File: config.mk
export PLATFORM = sky130hd
export DESIGN_NAME = pll_supervisor
export DESIGN_NICKNAME = d
export VERILOG_FILES = /design/src/rtl/pll_sup_pkg.sv /design/src/rtl/sync_2ff.sv /design/src/rtl/pll_supervisor.sv
export SDC_FILE = /design/constraint.sdc
export NUM_CORES = 1
export LEC_CHECK = 0
export CORE_UTILIZATION = 32
export CTS_CLUSTER_DIAMETER = 150
export DETAILED_ROUTE_END_ITERATION = 10
export GPL_TIMING_DRIVEN = 0
export HOLD_SLACK_MARGIN = 0.12
export PLACE_DENSITY = 0.61
export SLEW_MARGIN = 20
export SYNTH_ARGS = -nofsm -noshare
export SYNTH_HDL_FRONTEND = slang
export SYNTH_SLANG_ARGS = --single-unit
File: constraint.sdc
create_clock -name clk -period 2.2 [get_ports clk]
set_input_delay 0.44 -clock clk [delete_from_list [all_inputs] [get_ports clk]]
set_output_delay 0.44 -clock clk [all_outputs]
set_load 0.005 [all_outputs]
File: src/rtl/pll_sup_pkg.sv
// Shared types and constants for the PLL bring-up supervisor.
package pll_sup_pkg;

    localparam int CNT_W   = 16;
    localparam int RETRY_W = 2;

    typedef enum logic [2:0] {
        RESET_PLL = 3'd0,
        WAIT_LOCK = 3'd1,
        STABLE    = 3'd2,
        RELEASE   = 3'd3,
        RUN       = 3'd4,
        FAIL      = 3'd5
    } state_t;

    function automatic logic [RETRY_W-1:0] retry_inc(input logic [RETRY_W-1:0] v);
        if (v == {RETRY_W{1'b1}}) begin
            retry_inc = v;
        end else begin
            retry_inc = v + RETRY_W'(1);
        end
    endfunction

endpackage

File: src/rtl/sync_2ff.sv
// Two-flop level synchroniser with synchronous active-high reset.
module sync_2ff (
    input  logic clk,
    input  logic areset,
    input  logic d,
    output logic q
);

    logic meta_r;
    logic sync_r;

    // capture the asynchronous level, then re-time it once more
    always_ff @(posedge clk) begin
        if (areset) begin
            meta_r <= 1'b0;
            sync_r <= 1'b0;
        end else begin
            meta_r <= d;
            sync_r <= meta_r;
        end
    end

    assign q = sync_r;

endmodule

File: src/rtl/pll_supervisor.sv
// Sequences PLL reset, lock qualification and staggered per-domain reset
// release, with bounded retries on lock loss or lock timeout.
module pll_supervisor
    import pll_sup_pkg::*;
#(
    parameter int RST_CYCLES    = 16,
    parameter int LOCK_TIMEOUT  = 50000,
    parameter int STABLE_CYCLES = 1024,
    parameter int STAGGER       = 8,
    parameter int MAX_RETRIES   = 3,
    parameter int N_DOM         = 4
) (
    input  logic               clk,
    input  logic               areset,
    input  logic               pll_locked,
    input  logic               restart,
    output logic               pll_areset,
    output logic [N_DOM-1:0]   domain_rst,
    output logic               ready,
    output logic               fail,
    output logic [RETRY_W-1:0] retry_cnt
);

    localparam int IDX_W = (N_DOM > 1) ? $clog2(N_DOM) : 1;

    state_t             state_r;
    logic [CNT_W-1:0]   timer_r;
    logic [IDX_W-1:0]   idx_r;
    logic               pll_areset_r;
    logic [N_DOM-1:0]   domain_rst_r;
    logic               ready_r;
    logic               fail_r;
    logic [RETRY_W-1:0] retry_cnt_r;

    logic lock_s;
    logic lock_lost_s;
    logic timeout_s;
    logic retry_s;

    sync_2ff u_lock_sync (
        .clk    (clk),
        .areset (areset),
        .d      (pll_locked),
        .q      (lock_s)
    );

    // events that send the sequence down the retry path this cycle
    always_comb begin
        lock_lost_s = 1'b0;
        timeout_s   = 1'b0;
        case (state_r)
            WAIT_LOCK: begin
                if (!lock_s && (timer_r == CNT_W'(LOCK_TIMEOUT - 1))) begin
                    timeout_s = 1'b1;
                end else begin
                    timeout_s = 1'b0;
                end
            end
            RELEASE, RUN: begin
                if (!lock_s) begin
                    lock_lost_s = 1'b1;
                end else begin
                    lock_lost_s = 1'b0;
                end
            end
            default: begin
                lock_lost_s = 1'b0;
                timeout_s   = 1'b0;
            end
        endcase
        retry_s = lock_lost_s | timeout_s;
    end

    // sequencer: state, timer, domain index and every registered output
    always_ff @(posedge clk) begin
        if (areset || restart) begin
            // a restart lands in exactly the same place as a block reset
            state_r      <= RESET_PLL;
            timer_r      <= CNT_W'(0);
            idx_r        <= IDX_W'(0);
            pll_areset_r <= 1'b1;
            domain_rst_r <= {N_DOM{1'b1}};
            ready_r      <= 1'b0;
            fail_r       <= 1'b0;
            retry_cnt_r  <= RETRY_W'(0);
        end else if (retry_s) begin
            timer_r      <= CNT_W'(0);
            idx_r        <= IDX_W'(0);
            pll_areset_r <= 1'b1;
            domain_rst_r <= {N_DOM{1'b1}};
            ready_r      <= 1'b0;
            if (retry_cnt_r == RETRY_W'(MAX_RETRIES)) begin
                state_r <= FAIL;
                fail_r  <= 1'b1;
            end else begin
                state_r     <= RESET_PLL;
                retry_cnt_r <= retry_inc(retry_cnt_r);
                fail_r      <= 1'b0;
            end
        end else begin
            case (state_r)
                RESET_PLL: begin
                    if (timer_r == CNT_W'(RST_CYCLES - 1)) begin
                        state_r      <= WAIT_LOCK;
                        timer_r      <= CNT_W'(0);
                        pll_areset_r <= 1'b0;
                    end else begin
                        timer_r <= timer_r + CNT_W'(1);
                    end
                end
                WAIT_LOCK: begin
                    if (lock_s) begin
                        state_r <= STABLE;
                        timer_r <= CNT_W'(0);
                    end else begin
                        timer_r <= timer_r + CNT_W'(1);
                    end
                end
                STABLE: begin
                    if (!lock_s) begin
                        state_r <= WAIT_LOCK;
                        timer_r <= CNT_W'(0);
                    end else if (timer_r == CNT_W'(STABLE_CYCLES - 1)) begin
                        state_r <= RELEASE;
                        timer_r <= CNT_W'(0);
                        idx_r   <= IDX_W'(0);
                    end else begin
                        timer_r <= timer_r + CNT_W'(1);
                    end
                end
                RELEASE: begin
                    if (timer_r == CNT_W'(STAGGER - 1)) begin
                        domain_rst_r[idx_r] <= 1'b0;
                        idx_r               <= idx_r + IDX_W'(1);
                        timer_r             <= CNT_W'(0);
                        if (idx_r == IDX_W'(N_DOM - 1)) begin
                            state_r <= RUN;
                            ready_r <= 1'b1;
                        end else begin
                            state_r <= RELEASE;
                        end
                    end else begin
                        timer_r <= timer_r + CNT_W'(1);
                    end
                end
                RUN: begin
                    ready_r <= 1'b1;
                end
                FAIL: begin
                    pll_areset_r <= 1'b1;
                    domain_rst_r <= {N_DOM{1'b1}};
                    fail_r       <= 1'b1;
                end
                default: begin
                    state_r      <= RESET_PLL;
                    timer_r      <= CNT_W'(0);
                    idx_r        <= IDX_W'(0);
                    pll_areset_r <= 1'b1;
                    domain_rst_r <= {N_DOM{1'b1}};
                    ready_r      <= 1'b0;
                end
            endcase
        end
    end

    assign pll_areset = pll_areset_r;
    assign domain_rst = domain_rst_r;
    assign ready      = ready_r;
    assign fail       = fail_r;
    assign retry_cnt  = retry_cnt_r;

endmodule

==> results of run 1 <==
cell families (layout without fill, tap and decap cells):
group	count (synthesis)	in the layout	synth area share [%]
compound gates	67	67	26.9
buf+inv	16	35	3.78
simple gates	90	90	27.9
flops	32	32	35.2
fa+ha+maj	6	6	4.13
mux	2	2	1.10
xor+xnor	2	2	0.964
power breakdown:
group	leakage (nW)	switching, W	internal (W)
Sequential	0.259	0.00000317	0.000583
Clock	0.0410	0.000214	0.000215
Combinational	0.449	0.0000204	0.0000147
Total	0.749	0.000238	0.000812
cell type report:
type,instances,share of cell area (%)
Multi-Input combinational cell,167,54.0
Sequential cell,32,29.5
Timing Repair Buffer,12,5.53
Tap cell,72,4.15
Clock buffer,6,3.34
Buffer,10,2.25
Inverter,6,1.04
Clock inverter,1,0.230
sequential cells by signal, summed over array words and instances (netlist names), 2 cells and up:
name	flops
domain_rst	4
idx_r	2
retry_cnt	2
state_r	3
timer_r	16
path summary, 6_finish.rpt:
| path | end | start | cells after the start | slack [ns] |
|---|---|---|---|---|
| max reg2reg | timer_r[9]$_SDFFE_PP0N_ | timer_r[0]$_SDFFE_PP0N_ | 6 | 0.11 |
| min reg2reg | u_lock_sync.q$_SDFF_PP0_ | u_lock_sync.meta_r$_SDFF_PP0_ | 1 | 0.45 |
| max | timer_r[9]$_SDFFE_PP0N_ | areset | 7 | 0.09 |
| min | u_lock_sync.q$_SDFF_PP0_ | u_lock_sync.meta_r$_SDFF_PP0_ | 1 | 0.45 |
placed cells by master (no fill, tap or decap), types with 3 or more instances in the layout:
| master | count |
|---|---|
| o211ai_1 | 4 |
| nor2_1 | 6 |
| and3_1 | 6 |
| and4_1 | 3 |
| clkdlybuf4s50_1 | 12 |
| clkbuf_1 | 3 |
| nor2b_1 | 6 |
| o21ai_0 | 11 |
| a2bb2oi_1 | 4 |
| inv_1 | 6 |
| dfxtp_1 | 32 |
| clkbuf_8 | 5 |
| ha_1 | 5 |
| o311ai_1 | 3 |
| buf_2 | 4 |
| a211oi_1 | 5 |
| nand2_1 | 31 |
| nor3_1 | 6 |
| a21oi_1 | 11 |
| a221o_1 | 6 |
| nand3_1 | 9 |
synthesized netlist by cell type (3+ instances only):
cell type / n / area share (%)
nand3_1: 9 / 2.5
inv_1: 6 / 1.2
a221o_1: 6 / 3.3
ha_1: 6 / 4.1
nor2b_1: 6 / 2.1
buf_2: 3 / 0.83
o21ai_0: 11 / 3.0
nor3_1: 6 / 1.7
clkbuf_1: 4 / 0.83
nor2_1: 6 / 1.2
and3_1: 6 / 2.1
and4_1: 4 / 1.9
o311ai_1: 3 / 1.4
nand2_1: 31 / 6.4
o211ai_1: 4 / 1.7
a2bb2oi_1: 4 / 1.9
dfxtp_1: 32 / 35
a211oi_1: 6 / 2.5
a21oi_1: 11 / 3.0
worst max-delay path, stage by stage:
cell	delay, ns
clkdlybuf4s50_1	0.43
or2_1	0.21
buf_1	0.20
a211o_2	0.39
buf_4	0.19
a2111oi_2	0.30
a221o_1	0.16
routing by layer:
metal / wire length, um / share of wire, % / global-route usage [%] / vias up
met5: 0 / 0 / 0 / -
met2: 1930 / 44 / 21.7 / 42
met3: 197 / 4.5 / 2.94 / 11
li1: - / - / - / 858
met4: 128 / 2.9 / 10.0 / 0
met1: 2130 / 48 / 20.9 / 794
metrics by stage:
step | cell area (sq um) | worst slack [ns] | TNS, ns | cells | total power (W)
finish | 2170 | 0.0903 | 0 | 306 | 0.00105
global route | 2170 | -0.0214 | -0.0214 | 306 | 0.00109
CTS | 2130 | -0.00959 | -0.00959 | 306 | 0.00106
detailed placement | 2030 | -0.332 | -4.07 | 299 | 0.000632
global placement | 2030 | -0.352 | -4.32 | 299 | 0.000632
floorplan | 1820 | 0.250 | 0 | 215 | 0.000618
repair_timing:
item / 4_1_cts / 5_1_grt
setup endpoints to repair: 14 / 22
pin swaps: 0 / 1
gates resized for setup: 6 / 10
buffers inserted: 0 / 0
==> metrics.txt, run 1 <==
final wirelength=about 4400 um; normalized max-slew margin=between 60% and 70%; Max FO, Critical Path=10; TritonRoute pass-1 iters=4; global route total overflow=0; synth-to-layout area growth=19.5%; Synth Register Bits=32; clock sinks=32; # port buffers=12; routed vias/inst=between 5 and 6; largest net degree at the start of global routing=11; startpoint type of the worst setup path=input port; FILL cells=~560; Register Area=roughly 640 sq um; H-tree levels=2; I/O pins=13; Fin Hold WS=approximately 0.45 ns; CP Class=input port to flop; Horiz. Die Dim=a little under 80 um; clk_lat worst skew=approximately 0.29 ns; Iter 0 DRT Violations=91; CP arrival=between 2 and 2.5 ns; Setup-failing EPs final=0; die height=between 70 and 80 um; count of cell types in the netlist=58; Slew Viols, Final=0; initial antenna violation count=0; nets=244; DIE AREA=5990 sq um; Tcrit/Tclk final=a little over nine tenths; area taken by multi-input logic gates=approximately 1200 sq um; min Tclk post-route=~2.1 ns; Antenna Nets Post-Route=0; Synth async-reset ratio=0%; prevailing post-synth register cell=dfxtp_1; share of layout cells above drive strength 1=between 10% and 20%; syn nets=around 230; Syn Std Cell Area=about 1800 sq um; Seq/Total Area, Yosys=a little over a third; Clk pin slew, worst setup/hold paths=about 0.06 ns; placer congestion estimate=about 0.84; DR WL/cell=approximately 14 um; fmax=approximately 0.47 GHz; n_diodes=0; outcome=finished clean; core area=between 5000 and 6000 sq um; maximum vdd drop=0.172 mV; EDFF count, synth=0; Initial Util=between 30 and 40%; hpwl dp=3080 um; P_leak=0.749 nW; Final Hold Fails=0; # rows=27; Hold WC Path Type=flop to flop; vias in the first global route=between 1000 and 1500; syn_area_per_cell=around 8.5 sq um; Yosys warnings=0; CTS tree=yes; CP required=around 2.4 ns; Max Cap Viol=0; clk buf depth=2; Worst-Margin Slew=0.482 ns; CTS buffer count=5; # hold bufs at CTS=0; global-route wire length before repair=approximately 7000 um; clock skew=about 0.0068 ns; DRC Markers=0; DR vias=~1700; Power Dens Cells=approximately 480 nW/um^2; clk root buf=clkbuf_8; crit end category=flop; Final Util=39.4%; overall global routing resource usage=15.3%; synthesized instance count=~220
Power figures use the tool's default switching activity.
==> run 2: changes to the inputs <==
Settings changed: CORE_MARGIN from default to 4.
==> run 2 against run 1 <==
- die area up 16%
- design area is 1.6% higher
- largest cell class unchanged
- final cell count increased by 0.33%
- global-route usage down 2.1 points
- flip-flop and latch count unchanged
==> metrics.txt, run 2 (synthesized netlist as in run 1, its figures left out) <==
TritonRoute pass-1 iters=4; # hold bufs at CTS=0; largest net degree at the start of global routing=11; I/O pins=13; placer congestion estimate=~0.85; DIE AREA=a little under 7000 sq um; CP delay by family, top=compound AO/OA/AOI/OAI gates; DR WL/cell=around 15 um; share of layout cells above drive strength 1=a little over an eighth; Antenna Nets Post-Route=0; synth-to-layout area growth=21.3%; Biggest register=timer_r; vias in the first global route=1541; crit path cell chain=clkdlybuf4s50_1, or2_1, buf_1, a211o_2, buf_4, a2111oi_2, a221o_1; Cells after DPL=roughly 300; CP arrival=about 2.3 ns; Net Sw Power=roughly 0.00024 W; clock skew=between 0.003 and 0.004 ns; Initial Util=approximately 33%; Fin Setup TNS=0 ns; pre-CTS worst setup slack=-0.351 ns; final wirelength=roughly 4500 um; Setup-failing EPs final=0; maximum vdd drop=around 0.17 mV; hpwl dp=3120 um; global-route wire length before repair=approximately 7500 um; fmax=0.480 GHz; initial antenna violation count=0; clock power share=between 40 and 50%; DRC Markers=0; final std cells w/o fill=between 300 and 400; overall global routing resource usage=between 10% and 20%; Buf+Inv Stages, Crit Path=3; postcts setup bufs=0; area taken by multi-input logic gates=roughly 1200 sq um; Iter 0 DRT Violations=138; Max Cap Viol=0; core area=5510 sq um; Max FO, Critical Path=10; clock sinks=32; normalized max-slew margin=65.0%; clk root buf=clkbuf_8; Slowest-stage cell, CP=clkdlybuf4s50_1; Flop pwr share=around 50%; DR vias=between 1500 and 2000; min Tclk post-route=2.08 ns; outcome=finished clean; Gate power share=3.0%; Register Area=about 640 sq um; Hold Path Cell Cnt=1; leading cell type in the layout, fill and taps excluded=dfxtp_1; n_diodes=0; CTS buffer count=5; Largest stage delay, worst path=approximately 0.43 ns; global route total overflow=0; Net Sw Frac=20.8%; r2r worst-path depth=6; # rows=27; startpoint type of the worst setup path=input port; most frequent cells in the layout=32 x dfxtp_1, 31 x nand2_1, 12 x clkdlybuf4s50_1; CP Class=input port to flop; routed vias/inst=5.62; Crit path depth=7; Horiz. Die Dim=~83 um; P_leak=about 0.76 nW; FILL cells=between 500 and 600; # port buffers=12; Tcrit/Tclk final=between 90% and 100%; CP required=about 2.4 ns; fin worst setup slack=~0.12 ns; Power Dens Cells=roughly 530 nW/um^2; H-tree levels=2; Int Power=between 0.0009 and 0.001 W; Worst-Margin Slew=about 0.52 ns; Hold WC Path Type=flop to flop; clk_lat worst skew=slightly below 0.3 ns; Final Hold Fails=0; Slew Viols, Final=0; die height=83.4 um; clk buf depth=2; crit end category=flop; max reg flops=16; nets=approximately 240; Clk pin slew, worst setup/hold paths=~0.07 ns; CTS tree=yes
[run 2: changes by cell type in the layout (fill, tap and decap cells not counted), sizes merged]
cell / delta
buf: -1
bufinv: +1
clkbuf: +1
[run 2: layout make-up]
type                            instances  area share (%)
Sequential cell                        32            29.0
Buffer                                 10            2.33
Inverter                                6            1.02
Clock inverter                          2            1.59
Clock buffer                            6            3.29
Tap cell                               72            4.08
Multi-Input combinational cell        167            53.2
Timing Repair Buffer                   12            5.45
[run 2: per-layer routing]
layer	GRT usage, %	routed length [um]
met4	5.79	75
met5	0	0
met1	17.9	2150
met2	19.8	2080
met3	2.88	207
[run 2: power by group through the flow]
stage,clock (W),combinational (W),sequential (W)
5_1_grt,0.000596,0.0000385,0.000586
4_1_cts,0.000571,0.0000351,0.000585
6_report,0.000557,0.0000350,0.000586
3_5_place_dp,0,0.0000334,0.000599
3_3_place_gp,0,0.0000332,0.000598
2_1_floorplan,0,0.0000200,0.000598
[run 2: timing repair]
action | 4_1_cts | 5_1_grt
pin swaps | 0 | 1
resized for setup | 6 | 13
endpoints found under the setup margin | 16 | 19
[run 2: final timing paths]
kind | start | end | slack, ns
worst max-delay path | areset | timer_r[9]$_SDFFE_PP0N_ | 0.12
worst max register to register | timer_r[0]$_SDFFE_PP0N_ | timer_r[9]$_SDFFE_PP0N_ | 0.12
worst min-delay path | u_lock_sync.meta_r$_SDFF_PP0_ | u_lock_sync.q$_SDFF_PP0_ | 0.45
worst min register to register | u_lock_sync.meta_r$_SDFF_PP0_ | u_lock_sync.q$_SDFF_PP0_ | 0.45
[run 2: through the flow]
stage / util (%) / area [sq um] / hold slack, ns / power [W]
5_1_grt: 40.1 / 2210 / 0.466 / 0.00122
3_3_place_gp: 36.8 / 2030 / 0.423 / 0.000632
6_report: 40.1 / 2210 / 0.449 / 0.00118
2_1_floorplan: - / 1820 / 0.414 / 0.000618
4_1_cts: 39.2 / 2160 / 0.458 / 0.00119
3_5_place_dp: 36.8 / 2030 / 0.440 / 0.000632
